`src/rtl/aes_shift_rows.sv`:
```
// AES ShiftRows / InvShiftRows stage: a registered byte permutation with a valid/ready handshake.
// OP selects the direction at elaboration: 1 = ShiftRows (encrypt), 0 = InvShiftRows (decrypt).
module aes_shift_rows #(
    parameter logic OP = 1'b1
) (
    input  logic         clk_i,
    input  logic         rst_ni,
    input  logic         valid_i,
    output logic         ready_o,
    input  logic [127:0] s_i,
    output logic         valid_o,
    input  logic         ready_i,
    output logic [127:0] s_o
);

    logic         valid_q, valid_d;
    logic [127:0] s_q, s_d;
    logic [127:0] perm;
    logic         accept;

    // Byte k = 4*c + r sits at s[127-8k -: 8]. Each output byte takes the same row
    // from a source column rotated by r (left for OP=1, right for OP=0).
    always_comb begin
        perm = '0;
        for (int c = 0; c < 4; c++) begin
            for (int r = 0; r < 4; r++) begin
                perm[127 - 8*(4*c + r) -: 8] =
                    s_i[127 - 8*(4*(OP ? ((c + r) % 4) : ((c + 4 - r) % 4)) + r) -: 8];
            end
        end
    end

    assign ready_o = !valid_q || ready_i;
    assign accept  = valid_i && ready_o;

    always_comb begin
        valid_d = valid_q;
        s_d     = s_q;
        if (accept) begin
            valid_d = 1'b1;
            s_d     = perm;
        end else if (ready_i) begin
            valid_d = 1'b0;
        end
    end

    always_ff @(posedge clk_i) begin
        if (!rst_ni) begin
            valid_q <= 1'b0;
            s_q     <= '0;
        end else begin
            valid_q <= valid_d;
            s_q     <= s_d;
        end
    end

    assign valid_o = valid_q;
    assign s_o     = s_q;

endmodule

```
`config.mk`:
```
export PLATFORM = sky130hd
export DESIGN_NAME = aes_shift_rows
export DESIGN_NICKNAME = d
export VERILOG_FILES = /design/src/rtl/aes_shift_rows.sv
export SDC_FILE = /design/constraint.sdc
export NUM_CORES = 1
export LEC_CHECK = 0
export ABC_CLOCK_PERIOD_IN_PS = 1400
export BUFFER_PORTS_ARGS = -buffer_cell sky130_fd_sc_hd__buf_2
export CAP_MARGIN = 10
export CORE_UTILIZATION = 39
export CTS_BUF_LIST = sky130_fd_sc_hd__clkbuf_4 sky130_fd_sc_hd__clkbuf_8 sky130_fd_sc_hd__clkbuf_16
export DETAILED_ROUTE_END_ITERATION = 10
export GPL_ROUTABILITY_DRIVEN = 0
export HOLD_SLACK_MARGIN = 0.06
export PLACE_DENSITY = 0.7
export SETUP_SLACK_MARGIN = 0.2
export SYNTH_ARGS = -nofsm -noshare
export SYNTH_HDL_FRONTEND = slang
export SYNTH_SLANG_ARGS = --single-unit
export TNS_END_PERCENT = 20
```
`constraint.sdc`:
```
create_clock -name clk_i -period 1.4 [get_ports clk_i]
set_input_delay 0.28 -clock clk_i [delete_from_list [all_inputs] [get_ports clk_i]]
set_output_delay 0.28 -clock clk_i [all_outputs]
set_load 0.01 [all_outputs]
```
* Yosys cells after proc, flatten, opt, wreduce, memory -nomap -nowiden
Index checks and enable logic that the tools add are counted.
Storage, ports and cells: bits of input ports 132, output and inout port bits 130, register bits 129
Operators by class: mux-type cells 2, reduce and logical (&&, ||, !) cells 4
Operators with widths (count):
- $mux 1 | 2
- $reduce_bool 2->1 | 1
- $logic_and 1x1->1 | 1
- $logic_not 1->1 | 1
- $logic_or 1x1->1 | 1

* Logic depth before layout (Yosys ltp)
depth after elaboration 4, gate-level depth with buffers 6, mapped depth without buffers 3

* Worst setup path after synthesis
No wires, ideal clock.
kind flip-flop to flip-flop, start point register valid_q (netlist: valid_o), end point register s_q[100] (netlist: s_o[100]), path slack 0.134 ns, path buffers 3, arrival time 1.148 ns, setup time 0.118 ns, stages on the path, launching flop included 7, cell sequence dfxtp_1 -> nand2b_4 -> and2_4 -> buf_6 -> buf_12 -> buf_12 -> mux2i_1
Between the ends: cells in the longest elaborated chain, start to end 3
Ends and longest elaborated chain:
- from (decl) | line 16 | logic valid_q, valid_d;
- from (signal assigned) | line 52 | valid_q <= valid_d;
- $logic_not 1->1 | line 33 | assign ready_o = !valid_q || ready_i;
- $logic_or 1x1->1 | line 33
- net ready_o | line 9 | output logic ready_o,
- $logic_and 1x1->1 | line 34 | assign accept = valid_i && ready_o;
- to (signal assigned) | line 50 | s_q <= '0;
- to (signal assigned) | line 53 | s_q <= s_d;
- to (decl) | line 17 | logic [127:0] s_q, s_d;
The timed path passes the listed nets, and every way through them passes these cells. A chain may end at the register's enable or synchronous reset.

* Final worst setup path
start point register valid_q (netlist: valid_o), end point register s_q[39] (netlist: s_o[39])
Between the ends: cells in the longest elaborated chain, start to end 3
Ends and longest elaborated chain (line):
- $logic_not 1->1 | 33
- $logic_or 1x1->1 | 33
- $logic_and 1x1->1 | 34
Every way passes these cells.

==> impl_metrics.py <==
metrics = {
    "global_route": {
        "grt_pass1_vias": 4243,
        "grt_use_total_pct": 18.04,
        "grt_max_degree": 48,
        "antenna_found_initial": 0,
        "grt_first_pass_wirelength_mm": 20.01,
        "overflow": 0,
    },
    "power": {
        "pwr_density_cell_nw_per_um2": 1321,
        "ir_drop_uv": 715.2,
        "p_leak_nw": 3.871,
    },
    "drt": {
        "dr.pass1.iters": 4,
        "via_per_inst": 4.499,
        "via_count": 4521,
        "wl_per_cell_um": 13.15,
        "wirelength_mm": 13.22,
        "ant_nets": 0,
        "remaining_drc_errors": 0,
        "drt_iter0_drc": 153,
    },
    "finish": {
        "n_antenna_cell": 0,
        "n_fill_cell": 1203,
        "nets": 955,
        "area_growth_pct": 41.46,
        "fin_area_um2": 7411,
        "drive_gt1_share_pct": 38.30,
        "fin_cells": 1005,
        "utilization_pct": 57.56,
    },
    "sta": {
        "worst_slew_pin_slew_ns": 0.3170,
        "finalClockSkew_ns": 0.006761,
        "min_period_over_period_pct": 87.22,
        "finalSetupViolCount": 0,
        "maxSlewHeadroom_pct": 78.87,
        "hold_viol_final": 0,
        "slew_violations": 0,
        "holdWs_ns": 0.1128,
        "layout_min_cycle_time_ns": 1.221,
        "tns_ns": 0,
        "rsz0062_at_grt": "yes",
        "fmax_ghz": 0.8190,
    },
    "yosys": {
        "synth_top_cell_by_area": "dfxtp_1",
        "synth.distinct_cells": 11,
        "ys_seq_area_share_pct": 49.30,
        "ys_ff_latch": 129,
        "synthesis.nets": 693,
        "synth-warning-count": 0,
        "synth_top_cell_area_share_pct": 49.30,
        "synth_area_leaders": "dfxtp_1 (49%), mux2i_1 (24%), nand2_1 (18%), buf_12 (4.2%), clkbuf_1 (1.7%)",
        "avgSynthCellArea_um2": 9.338,
        "syn_inst": 561,
        "syn_area_um2": 5239,
    },
    "cts": {
        "htree_levels": 4,
        "cts_inserted_buffers": 17,
        "path_clk_slew_ns": 0.06,
        "cts_root_buffer": "clkbuf_16",
        "cts_tree": "yes",
        "hold_buffers": 0,
        "clockBufferDepth": 2,
        "clock-sinks": 129,
        "insertion_delay_ns": 0.41,
    },
    "floorplan": {
        "dieArea_um2": 13900,
        "fp.dieW_um": 117.9,
        "die_h_um": 117.9,
        "rows": 41,
        "start_util_pct": 40.69,
        "coreArea_um2": 12880,
        "io_pins": 262,
    },
    "placement": {
        "dp_cells": 963,
        "placed_cell_area_um2": 6600,
        "dp.final_hpwl_mm": 9.068,
        "portBuffers": 261,
    },
    "run": {
        "maxCapViolCount": 0,
    },
    "outcome": {
        "outcome": "finished clean",
    },
    "critical_path": {
        "critPathLaunchType": "register",
        "arrival_ns": 1.55,
        "cp-end-kind": "register",
        "path_max_fanout": 24,
        "worstSetupPathType": "register to register",
        "required_ns": 1.73,
    },
    "min_path": {
        "min_path_type": "primary input to register",
    },
}
-- logic make-up after synthesis --
group	share of synthesized area (%)
mux	24.46
compound gates	0.1434
simple gates	18.77
buf+inv	7.332
flops	49.30
-- stage by stage --
step	setup WS [ns]	power, mW
6_report	0.1790	9.791
5_1_grt	0.1369	10.22
4_1_cts	0.1547	9.823
3_5_place_dp	0.06881	5.357
3_3_place_gp	0.1120	5.341
2_1_floorplan	0.2028	4.865
-- critical path, stage by stage (launching register included) --
cell      delay [ns]
dfxtp_4         0.34
nand2b_4        0.07
and2_4          0.18
buf_4           0.12
buf_12          0.19
mux2i_1         0.23
-- worst paths after layout --
| check | startpoint | to | slack, ns | cells after the start |
|---|---|---|---|---|
| worst max-delay path | valid_o | s_o[39] | 0.18 | 5 |
| worst min-delay path | s_i[33] | s_o[1] | 0.11 | 3 |
| worst max register to register | valid_o | s_o[39] | 0.18 | 5 |
| worst min register to register | s_o[76] | s_o[76] | 0.45 | 2 |
-- cell usage after synthesis --
| cell type | n |
|---|---|
| mux2i_1 | 128 |
| nand2b_4 | 1 |
| a21boi_1 | 1 |
| clkbuf_1 | 24 |
| nand2_1 | 256 |
| inv_1 | 1 |
| buf_2 | 5 |
| dfxtp_1 | 129 |
| buf_12 | 11 |
| and2_4 | 1 |
| buf_6 | 4 |
-- registers in the layout, summed over array words and instances (netlist names) --
name and count:
s_o 128, valid_o 1
-- timing repair --
action / in CTS / in global routing
buffers inserted: 0 / 6
gates resized for setup: 1 / 2
endpoints found under the hold margin: 0 / 0
setup endpoints to repair: 45 / 132
gates cloned: 0 / 7
-- placed cells by master, fill, tap and decap left out --
cell	n
buf_4	9
and2_4	1
inv_1	1
clkbuf_8	7
mux2i_1	128
clkbuf_16	22
buf_6	5
buf_2	259
bufinv_16	2
buf_16	1
a21boi_1	1
clkinv_2	1
dfxtp_1	128
nand2_1	256
inv_4	1
buf_12	8
clkbuf_4	1
nand2b_4	1
dfxtp_4	1
-- routing by layer --
metal	up-vias	share of wire (%)	track usage, %
met5	-	0	0
met4	0	1.1	8.654
met3	13	7.2	6.347
met2	176	48	29.85
met1	2018	44	20.63
li1	2314	-	-
-- cell type report --
cell class | instances | area (um^2) | area share, %
Inverter | 1 | 3.754 | 0.05065
Clock buffer | 25 | 529.3 | 7.142
Tap cell | 172 | 215.2 | 2.904
Clock inverter | 4 | 71.32 | 0.9623
Sequential cell | 129 | 2586 | 34.90
Timing Repair Buffer | 287 | 1733 | 23.38
Multi-Input combinational cell | 387 | 2272 | 30.66
-- power breakdown --
| group | leakage, nW | internal (mW) | total, mW | switching [mW] |
|---|---|---|---|---|
| sequential | 1.06 | 3.92 | 4.04 | 0.118 |
| combinational | 2.51 | 0.658 | 1.33 | 0.671 |
| clock | 0.301 | 2.94 | 4.42 | 1.48 |
| total | 3.87 | 7.52 | 9.79 | 2.27 |
No activity file was read; power rests on OpenSTA's default activity.
